<file path="src/rtl/frontend_pkg.sv">
// -----------------------------------------------------------------------------
// frontend_pkg
// Shared types and helpers for the frontend request path.
//   sched_state_e : scheduler priority mode (read priority / write priority)
//   issue_req_t   : granted request as seen by the execution FSMs
//   fsm_index()   : {channel, rank} field extraction from a memory address.
//                   The address translation path uses the same function, so
//                   both agree on which FSM owns an address.
// -----------------------------------------------------------------------------
package frontend_pkg;

  typedef enum logic {
    RD_PRI = 1'b0,
    WR_PRI = 1'b1
  } sched_state_e;

  typedef struct packed {
    logic        isWrite;
    logic [31:0] addr;
    logic [3:0]  id;
    logic [2:0]  index;
  } issue_req_t;

  // Returns the idxW-bit field sitting at the top of a memAddrW-bit address.
  // The address is passed zero-extended to 64 bits so one function serves
  // every address width; callers cast the result down to their index width.
  function automatic logic [7:0] fsm_index(input logic [63:0] addr,
                                           input int unsigned memAddrW,
                                           input int unsigned idxW);
    return 8'(addr >> (memAddrW - idxW)) & 8'((64'd1 << idxW) - 64'd1);
  endfunction

endpackage

</file>
<file path="src/rtl/frontend_rw_scheduler_timer.sv">
// -----------------------------------------------------------------------------
// sched_starvation_timer
// Holds the write-starvation counter and the write-burst counter.
//   clk, rst_n     : clock, asynchronous active-low reset
//   wrPri_i        : scheduler currently in write-priority mode
//   wrReqValid_i   : a write request is waiting at the queue head
//   wrGrant_i      : the write request is granted this cycle
//   forceWrite_o   : this cycle's wait completes the starvation window;
//                    switch to write priority next cycle
//   burstDone_o    : this cycle's write grant completes the write burst
// -----------------------------------------------------------------------------
module sched_starvation_timer #(
  parameter int unsigned STARVE_LIMIT = 16,
  parameter int unsigned WRITE_BURST  = 4
) (
  input  logic clk,
  input  logic rst_n,
  input  logic wrPri_i,
  input  logic wrReqValid_i,
  input  logic wrGrant_i,
  output logic forceWrite_o,
  output logic burstDone_o
);

  logic [7:0] starveCnt_q, starveCnt_d;
  logic [7:0] burstCnt_q, burstCnt_d;
  logic       starveInc;

  always_comb begin
    starveInc    = !wrPri_i && wrReqValid_i && !wrGrant_i;
    forceWrite_o = starveInc && (starveCnt_q == 8'(STARVE_LIMIT - 1));
    burstDone_o  = wrPri_i && wrGrant_i && ((burstCnt_q + 8'd1) == 8'(WRITE_BURST));

    // Starvation only accumulates in read priority; any write grant or the
    // switch into write priority restarts the window.
    starveCnt_d = starveCnt_q;
    if (wrPri_i || wrGrant_i || forceWrite_o) begin
      starveCnt_d = '0;
    end else if (starveInc && (starveCnt_q != 8'(STARVE_LIMIT))) begin
      starveCnt_d = starveCnt_q + 8'd1;
    end

    // Burst counts write grants, not cycles; it is zero outside write
    // priority and cleared on the cycle write priority is left.
    burstCnt_d = burstCnt_q;
    if (!wrPri_i || burstDone_o || !wrReqValid_i) begin
      burstCnt_d = '0;
    end else if (wrGrant_i) begin
      burstCnt_d = burstCnt_q + 8'd1;
    end
  end

  always_ff @(posedge clk or negedge rst_n) begin
    if (!rst_n) begin
      starveCnt_q <= '0;
      burstCnt_q  <= '0;
    end else begin
      starveCnt_q <= starveCnt_d;
      burstCnt_q  <= burstCnt_d;
    end
  end

endmodule

</file>
<file path="src/rtl/frontend_rw_scheduler.sv">
// -----------------------------------------------------------------------------
// frontend_rw_scheduler
// Picks at most one read or write request per cycle whose target execution
// FSM is ready, and issues it as a registered one-cycle pulse. Reads have
// priority until a write has waited STARVE_LIMIT cycles; then up to
// WRITE_BURST writes are granted with priority.
//   clk, rst_n                    : clock, asynchronous active-low reset
//   rdReqValid/Addr/Id, rdReqReady: read queue head and its accept strobe
//   wrReqValid/Addr/Id, wrReqReady: write queue head and its accept strobe
//   rankReadReady/rankWriteReady  : per-FSM one-slot credit
//   issueValid/IsWrite/Addr/Id    : registered granted request
//   issueTargetVector/Index       : target FSM, one-hot and encoded
// -----------------------------------------------------------------------------
module frontend_rw_scheduler
  import frontend_pkg::*;
#(
  parameter int unsigned AXI_ADDRWIDTH          = 32,
  parameter int unsigned MEM_ADDRWIDTH          = 32,
  parameter int unsigned AXI_IDWIDTH            = 4,
  parameter int unsigned NUM_RANKEXECUTION_UNIT = 8,
  parameter int unsigned CHWIDTH                = 1,
  parameter int unsigned RKWIDTH                = 2,
  parameter int unsigned STARVE_LIMIT           = 16,
  parameter int unsigned WRITE_BURST            = 4
) (
  input  logic                                      clk,
  input  logic                                      rst_n,
  input  logic                                      rdReqValid,
  input  logic [AXI_ADDRWIDTH-1:0]                  rdReqAddr,
  input  logic [AXI_IDWIDTH-1:0]                    rdReqId,
  output logic                                      rdReqReady,
  input  logic                                      wrReqValid,
  input  logic [AXI_ADDRWIDTH-1:0]                  wrReqAddr,
  input  logic [AXI_IDWIDTH-1:0]                    wrReqId,
  output logic                                      wrReqReady,
  input  logic [NUM_RANKEXECUTION_UNIT-1:0]         rankReadReady,
  input  logic [NUM_RANKEXECUTION_UNIT-1:0]         rankWriteReady,
  output logic                                      issueValid,
  output logic                                      issueIsWrite,
  output logic [AXI_ADDRWIDTH-1:0]                  issueAddr,
  output logic [AXI_IDWIDTH-1:0]                    issueId,
  output logic [NUM_RANKEXECUTION_UNIT-1:0]         issueTargetVector,
  output logic [$clog2(NUM_RANKEXECUTION_UNIT)-1:0] issueTargetIndex
);

  localparam int unsigned IW = $clog2(NUM_RANKEXECUTION_UNIT);
  localparam int unsigned FW = CHWIDTH + RKWIDTH;
  localparam logic [NUM_RANKEXECUTION_UNIT-1:0] ONE_HOT0 = NUM_RANKEXECUTION_UNIT'(1);

  sched_state_e  state_q;
  logic [IW-1:0] rdIdx, wrIdx, selIdx;
  logic          rdElig, wrElig, rdGnt, wrGnt, wrPri;
  logic          forceWrite, burstDone;

  assign rdIdx = IW'(fsm_index(64'(rdReqAddr), MEM_ADDRWIDTH, FW));
  assign wrIdx = IW'(fsm_index(64'(wrReqAddr), MEM_ADDRWIDTH, FW));

  // Grant selection: eligibility is per target FSM, so a blocked read never
  // holds back a write and vice versa. Nothing is granted while in reset.
  always_comb begin
    rdElig = rst_n && rdReqValid && rankReadReady[rdIdx];
    wrElig = rst_n && wrReqValid && rankWriteReady[wrIdx];
    wrPri  = (state_q == WR_PRI);
    if (wrPri) begin
      wrGnt = wrElig;
      rdGnt = rdElig && !wrElig;
    end else begin
      rdGnt = rdElig;
      wrGnt = wrElig && !rdElig;
    end
    selIdx = wrGnt ? wrIdx : rdIdx;
  end

  assign rdReqReady = rdGnt;
  assign wrReqReady = wrGnt;

  sched_starvation_timer #(
    .STARVE_LIMIT (STARVE_LIMIT),
    .WRITE_BURST  (WRITE_BURST)
  ) u_timer (
    .clk          (clk),
    .rst_n        (rst_n),
    .wrPri_i      (wrPri),
    .wrReqValid_i (wrReqValid),
    .wrGrant_i    (wrGnt),
    .forceWrite_o (forceWrite),
    .burstDone_o  (burstDone)
  );

  // Issue register: priority mode and the granted request, one cycle later.
  always_ff @(posedge clk or negedge rst_n) begin
    if (!rst_n) begin
      state_q           <= RD_PRI;
      issueValid        <= 1'b0;
      issueIsWrite      <= 1'b0;
      issueAddr         <= '0;
      issueId           <= '0;
      issueTargetVector <= '0;
      issueTargetIndex  <= '0;
    end else begin
      case (state_q)
        RD_PRI: if (forceWrite) state_q <= WR_PRI;
        WR_PRI: if (burstDone || !wrReqValid) state_q <= RD_PRI;
      endcase
      issueValid        <= rdGnt || wrGnt;
      issueIsWrite      <= wrGnt;
      issueAddr         <= wrGnt ? wrReqAddr : (rdGnt ? rdReqAddr : '0);
      issueId           <= wrGnt ? wrReqId : (rdGnt ? rdReqId : '0);
      issueTargetIndex  <= (rdGnt || wrGnt) ? selIdx : '0;
      issueTargetVector <= (rdGnt || wrGnt) ? (ONE_HOT0 << selIdx) : '0;
    end
  end

endmodule

</file>
<file path="config.mk">
export PLATFORM = sky130hd
export DESIGN_NAME = frontend_rw_scheduler
export DESIGN_NICKNAME = d
export VERILOG_FILES = /design/src/rtl/frontend_pkg.sv /design/src/rtl/frontend_rw_scheduler_timer.sv /design/src/rtl/frontend_rw_scheduler.sv
export SDC_FILE = /design/constraint.sdc
export NUM_CORES = 1
export LEC_CHECK = 0
export ABC_AREA = 0
export CAP_MARGIN = 20
export CELL_PAD_IN_SITES_DETAIL_PLACEMENT = 0
export CELL_PAD_IN_SITES_GLOBAL_PLACEMENT = 2
export CORE_AREA = 2 2 147 92
export DETAILED_ROUTE_END_ITERATION = 8
export DIE_AREA = 0 0 149 94
export PLACE_DENSITY = 0.83
export SYNTH_ARGS = -nofsm -noshare
export SYNTH_HDL_FRONTEND = slang
export SYNTH_SLANG_ARGS = --single-unit
</file>
<file path="constraint.sdc">
create_clock -name clk -period 4.16 [get_ports clk]
set_input_delay 1.248 -clock clk [delete_from_list [all_inputs] [get_ports clk]]
set_output_delay 1.248 -clock clk [all_outputs]
set_load 0.01 [all_outputs]
</file>
# ---- Word-level counts from Yosys, hierarchy flattened
# Index checks and enable logic that the tools add are counted.
dict set report word_totals {
  wordCells 63
  reg_bits 66
  output_inout_bits 51
  inputBits 92
}
dict set report op_classes {
  n_eq_ne 3
  n_bitwise 1
  shifts 1
  order_cmp 2
  reduce_logical 25
  muxes 20
  n_addsub 2
}
# op count
set ops {}
lappend ops {{$mux 32} 2}
lappend ops {{$mux 8} 5}
lappend ops {{$add 8x1->8 const B} 2}
lappend ops {{$logic_and 1x1->1} 12}
lappend ops {{$eq 8x3->1 const B} 1}
lappend ops {{$eq 8x4->1 const B} 1}
lappend ops {{$lt 3x4->1 const B} 2}
lappend ops {{$mux 4} 2}
lappend ops {{$ne 8x5->1 const B} 1}
lappend ops {{$shl 1x3->8 const A} 1}
lappend ops {{$bmux 1 s3} 2}
lappend ops {{$logic_or 1x1->1} 6}
lappend ops {{$mux 1} 6}
lappend ops {{$mux 3} 2}
lappend ops {{$logic_not 1->1} 5}
lappend ops {{$reduce_bool 2->1} 2}
lappend ops {{$pmux 1 s2} 1}
lappend ops {{$not 1->1} 1}

# ---- Longest topological paths before layout
# Gate-level depths: netlist (run 1).
dict set report logic_depth {
  word_depth 11
  depth_mapped 9
  mapped_depth_nobuf 7
}

# ---- Cells and area by module
# From an unflattened synthesis (run 1), not the netlist that was laid out.
dict set report hier_totals {
  cells_unflattened 244
  hier_area_um2 2971.6
}
# mod area_each_um2 instances cells_each seq_area_each_um2
set by_module_without_submodules {}
lappend by_module_without_submodules {frontend_rw_scheduler 2089.5 1 157 1251.2}
lappend by_module_without_submodules {sched_starvation_timer 882.1 1 87 400.4}

# ---- Worst setup path before layout (run 1)
# No wires, ideal clock.
dict set report synth_timing {
  kind {in2out}
  start {input rdReqAddr[29]}
  end {output rdReqReady}
  path_stages 6
  required_time_ns 2.912
  arrival_ns 2.512
  slack_ns 0.400
  n_path_buf 2
  cell_sequence {buf_6 -> mux2i_1 -> a22o_4 -> or3_1 -> a21oi_2 -> buf_2}
}
dict set report synth_via {
  elab_chain_len 5
}
# item line
set synth_lines {}
lappend synth_lines {{start, declared} frontend_rw_scheduler.sv:29} ;# input logic [AXI_ADDRWIDTH-1:0] rdReqAddr,
lappend synth_lines {{$bmux 1 s3 (*)} frontend_rw_scheduler.sv:61} ;# rdElig = rst_n && rdReqValid && rankReadReady[rdIdx];
lappend synth_lines {{$mux 1 (not written as such) (*)} frontend_rw_scheduler.sv:61}
lappend synth_lines {{$logic_and 1x1->1 (*)} frontend_rw_scheduler.sv:61}
lappend synth_lines {{$logic_and 1x1->1} frontend_rw_scheduler.sv:66} ;# rdGnt = rdElig && !wrElig;
lappend synth_lines {{$mux 1 (*)} frontend_rw_scheduler.sv:64} ;# if (wrPri) begin
lappend synth_lines {{end, declared} frontend_rw_scheduler.sv:31} ;# output logic rdReqReady,
# Mark *: on every way between the ends. The rest lies on a longest branch, timed or not. The select of a mux whose other input is x is not followed.

# ---- Worst setup path after layout (run 1)
dict set report layout_timing {
  start {input wrReqAddr[29]}
  end {output rdReqReady}
}
dict set report layout_via {
  elab_chain_len 6
}
# item line
set layout_lines {}
lappend layout_lines {{start, declared} frontend_rw_scheduler.sv:33} ;# input logic [AXI_ADDRWIDTH-1:0] wrReqAddr,
lappend layout_lines {{$bmux 1 s3} frontend_rw_scheduler.sv:62} ;# wrElig = rst_n && wrReqValid && rankWriteReady[wrIdx];
lappend layout_lines {{$mux 1 (not written as such)} frontend_rw_scheduler.sv:62}
lappend layout_lines {{$logic_and 1x1->1} frontend_rw_scheduler.sv:62}
lappend layout_lines {{$logic_not 1->1} frontend_rw_scheduler.sv:66}
lappend layout_lines {{$logic_and 1x1->1} frontend_rw_scheduler.sv:66}
lappend layout_lines {{$mux 1} frontend_rw_scheduler.sv:64}
# No other way between the ends. The select of a mux whose other input is x is not followed.

==> results of run 1 <==
-- registers in the layout (all words and copies together) (netlist names) --
signal	cells
issueAddr	32
issueTargetVector	8
u_timer.burstCnt_q	8
u_timer.starveCnt_q	8
issueId	4
issueTargetIndex	3
issueIsWrite	1
issueValid	1
state_q	1
-- cell families after synthesis --
kind of cell	Yosys count	synth area share, %
xor+xnor	6	1.770
fa+ha+maj	3	1.264
buf+inv	25	5.309
compound gates	77	20.44
simple gates	65	12.56
flops	66	55.63
mux	9	3.034
-- layout make-up --
cell class	instances	area [sq um]
well taps	170	212.7
clock buffers	10	229.0
fillers	1212	7536
repair buffers	172	1642
multi-input cells	160	1215
flip-flops and latches	66	1652
clock inverters	5	56.30
inverters	8	30.03
-- metal layers --
| layer | vias to the layer above | wire length [um] | GRT usage (%) |
|---|---|---|---|
| met5 | - | 0 | 0 |
| met3 | 17 | 753 | 5.340 |
| met1 | 1303 | 4263 | 18.23 |
| met2 | 110 | 4151 | 19.32 |
| met4 | 0 | 227 | 4.841 |
| li1 | 1280 | - | - |
-- power breakdown --
group,internal (mW),switching [mW]
combinational,0.206,0.148
clock,0.459,0.275
sequential,0.690,0.0296
-- path summary, 6_finish.rpt --
| check | from | endpoint | slack, ns |
|---|---|---|---|
| setup / recovery | wrReqAddr[29] | rdReqReady | 0.08 |
| hold / removal | u_timer.starveCnt_q[7] | u_timer.starveCnt_q[7] | 0.54 |
| setup reg to reg | u_timer.starveCnt_q[5] | u_timer.starveCnt_q[1] | 2.16 |
| hold reg to reg | u_timer.starveCnt_q[7] | u_timer.starveCnt_q[7] | 0.54 |
| max in group asynchronous | rst_n | issueAddr[2] | 2.63 |
| min in group asynchronous | rst_n | issueAddr[24] | 0.91 |
-- critical path, stage by stage --
cell	delay, ns
clkdlybuf4s50_1	0.47
buf_6	0.14
mux2i_4	0.25
a31oi_4	0.11
buf_4	0.15
and3_4	0.15
a21oi_4	0.19
buf_6	0.13
-- synth_stat cells, drive strengths merged, types with 2 or more instances --
cell type / instances
a21oi: 18
ha: 3
nand2: 10
o31ai: 4
mux2i: 9
or4: 6
a22o: 38
xnor2: 5
inv: 8
nand3: 6
nor3: 4
nand4b: 3
nand4: 6
and3: 3
buf: 14
nor4: 4
dfrtp: 66
nor2b: 3
o41ai: 2
nor2: 14
o21ai: 7
or3: 4
clkbuf: 3
a32oi: 2
-- repair_timing --
action                                  4_1_cts  5_1_grt
setup buffers                                 2        2
hold buffers                                  0        0
endpoints found under the setup margin        2        2
resized for setup                            10        8
pin swaps                                     4        2
-- stage by stage --
stage / TNS, ns / std cells / utilization (%) / area, sq um / power [mW]
floorplan: 0 / 251 / - / 2969 / 0.8691
global placement: -0.9342 / 572 / 37.23 / 4681 / 1.072
detailed placement: -0.9827 / 572 / 37.23 / 4681 / 1.079
CTS: 0 / 589 / 39.65 / 4985 / 1.826
global route: 0 / 591 / 40.06 / 5036 / 1.899
finish: 0 / 591 / 40.06 / 5036 / 1.807
==> metrics.txt, run 1 <==
# TYPE chip_impl_metric gauge
chip_impl_metric{name="report.final.slew_viol_count",unit=""} 0
chip_impl_metric{name="number_of_max_cap_violations",unit=""} 0
chip_impl_metric{name="layout_worst_path_cycle_share",unit="%"} 98.19
chip_impl_metric{name="first_global_vias",unit=""} 2659
chip_impl_metric{name="overflow",unit=""} 0
chip_impl_metric{name="grt_pass1_wl",unit="mm"} 14.36
chip_impl_metric{name="gpl.final_weighted_congestion",unit=""} 0.8253
chip_impl_metric{name="fp.dieW",unit="um"} 149
chip_impl_metric{name="ys_seq_elements",unit=""} 66
chip_impl_metric{name="synth_cell_type_count",unit=""} 42
chip_impl_info{name="postSynth.topFlopCell",value="dfrtp_1"} 1
chip_impl_metric{name="post_route_cells_drive_above_1_share",unit="%"} 14.25
chip_impl_metric{name="detailedPlace.worstSlack",unit="ns"} -0.5488
chip_impl_metric{name="worst-slew-pin-transition",unit="ns"} 0.7399
chip_impl_metric{name="postSynthAreaPerCell",unit="sq um"} 11.83
chip_impl_info{name="cts_root_buf",value="clkbuf_16"} 1
chip_impl_metric{name="required",unit="ns"} 2.91
chip_impl_metric{name="dp.final_hpwl",unit="mm"} 7.134
chip_impl_metric{name="overall_die_height",unit="um"} 94
chip_impl_info{name="worstSetupStartpointType",value="input pin"} 1
chip_impl_metric{name="coreArea",unit="sq um"} 12570
chip_impl_metric{name="clock-sinks",unit=""} 66
chip_impl_metric{name="finalNetCount",unit=""} 512
chip_impl_metric{name="initial_core_util",unit="%"} 23.62
chip_impl_metric{name="worst_skew_pair.late_latency",unit="ns"} 0.33
chip_impl_info{name="rsz0062_at_grt",value="false"} 1
chip_impl_metric{name="clock_slew_at_reported_path_ffs",unit="ns"} 0.05
chip_impl_metric{name="first_pass_iters",unit=""} 4
chip_impl_metric{name="hold_path_depth",unit=""} 2
chip_impl_info{name="timing.hold.worst.class",value="flip-flop to flip-flop"} 1
chip_impl_metric{name="number_of_hold_violations_in_the_final_report",unit=""} 0
chip_impl_metric{name="grt_start_max_net_pins",unit=""} 53
chip_impl_metric{name="num_io_pins",unit=""} 143
chip_impl_metric{name="antenna_found_initial",unit=""} 0
chip_impl_info{name="synth_top_cells_by_area",value="dfrtp_1 (56%), a22o_1 (11%), mux2i_1 (3.0%), a21oi_1 (2.9%), buf_6 (2.3%)"} 1
chip_impl_metric{name="finalSetupViolations",unit=""} 0
chip_impl_metric{name="detail_route.drc_violations",unit=""} 0
chip_impl_metric{name="synth_edf_count",unit=""} 0
chip_impl_info{name="cts_tree",value="done"} 1
chip_impl_metric{name="vias_per_cell",unit=""} 4.585
chip_impl_metric{name="globalRouteTotalUtil",unit="%"} 13.45
chip_impl_info{name="mostFrequentLayoutCell",value="clkdlybuf4s50_1"} 1
chip_impl_metric{name="floorplan.rows",unit=""} 32
chip_impl_info{name="worst-setup-path-type",value="input pin to output port"} 1
chip_impl_metric{name="synth_warnings",unit=""} 0
chip_impl_info{name="run_status",value="finished, final reports clean"} 1
chip_impl_metric{name="max_slew_margin",unit="%"} 50.03
chip_impl_metric{name="worst_clock_skew",unit="ns"} 0.004160
chip_impl_metric{name="synth_cells",unit=""} 251
chip_impl_metric{name="number_of_levels_in_the_clock_h_tree",unit=""} 3
chip_impl_info{name="critPathCaptureType",value="output port"} 1
chip_impl_metric{name="path_max_fanout",unit=""} 6
chip_impl_metric{name="timing.fmax",unit="MHz"} 244.8
chip_impl_metric{name="synth_top_area_share",unit="%"} 55.63
chip_impl_metric{name="routed-via-count",unit=""} 2710
chip_impl_metric{name="io_buffer_count",unit=""} 142
chip_impl_metric{name="cts_max_path_buffers",unit=""} 2
chip_impl_metric{name="mappedNetlistNets",unit=""} 346
chip_impl_metric{name="worst-r2r-cell-count",unit=""} 4
chip_impl_metric{name="die_area",unit="sq um"} 14010
chip_impl_metric{name="syn-cell-area",unit="sq um"} 2969
chip_impl_metric{name="synth_to_final_area_change",unit="%"} 69.62
chip_impl_metric{name="pwr_density_cell",unit="nW/um^2"} 358.8
chip_impl_metric{name="postRouteAntennaNets",unit=""} 0
chip_impl_metric{name="worstPathArrival",unit="ns"} 2.84
chip_impl_metric{name="timing.final.crit_period",unit="ns"} 4.085
chip_impl_metric{name="cts_made_buffers",unit=""} 9
chip_impl_metric{name="synth_seq_area_share",unit="%"} 55.63
chip_impl_metric{name="postSynth.asyncResetShare",unit="%"} 100.0
chip_impl_metric{name="finalWorstSetupSlack",unit="ns"} 0.07523
chip_impl_metric{name="post_drt_wl_per_cell",unit="um"} 15.90
chip_impl_metric{name="power_leakage",unit="nW"} 2.150
chip_impl_metric{name="vdd_drop_max",unit="mV"} 0.1710
chip_impl_info{name="synth.largest_area_cell",value="dfrtp_1"} 1
chip_impl_metric{name="drtIter0Drc",unit=""} 100
chip_impl_metric{name="routed_wirelength",unit="mm"} 9.396
chip_impl_info{name="layout_common_cells",value="clkdlybuf4s50_1 (137), dfrtp_1 (66), a22o_1 (37), buf_4 (30), a21oi_1 (17)"} 1
chip_impl_metric{name="antennaDiodeCount",unit=""} 0
chip_impl_metric{name="fin_hold_ws",unit="ns"} 0.5370
Note: power is estimated with default switching activity, not from simulation.
==> inputs of run 2 (changes only) <==
CAP_MARGIN = default   (was 20)
==> results of run 2 <==
Final layout, timing and power as in run 1 (identical DEF).
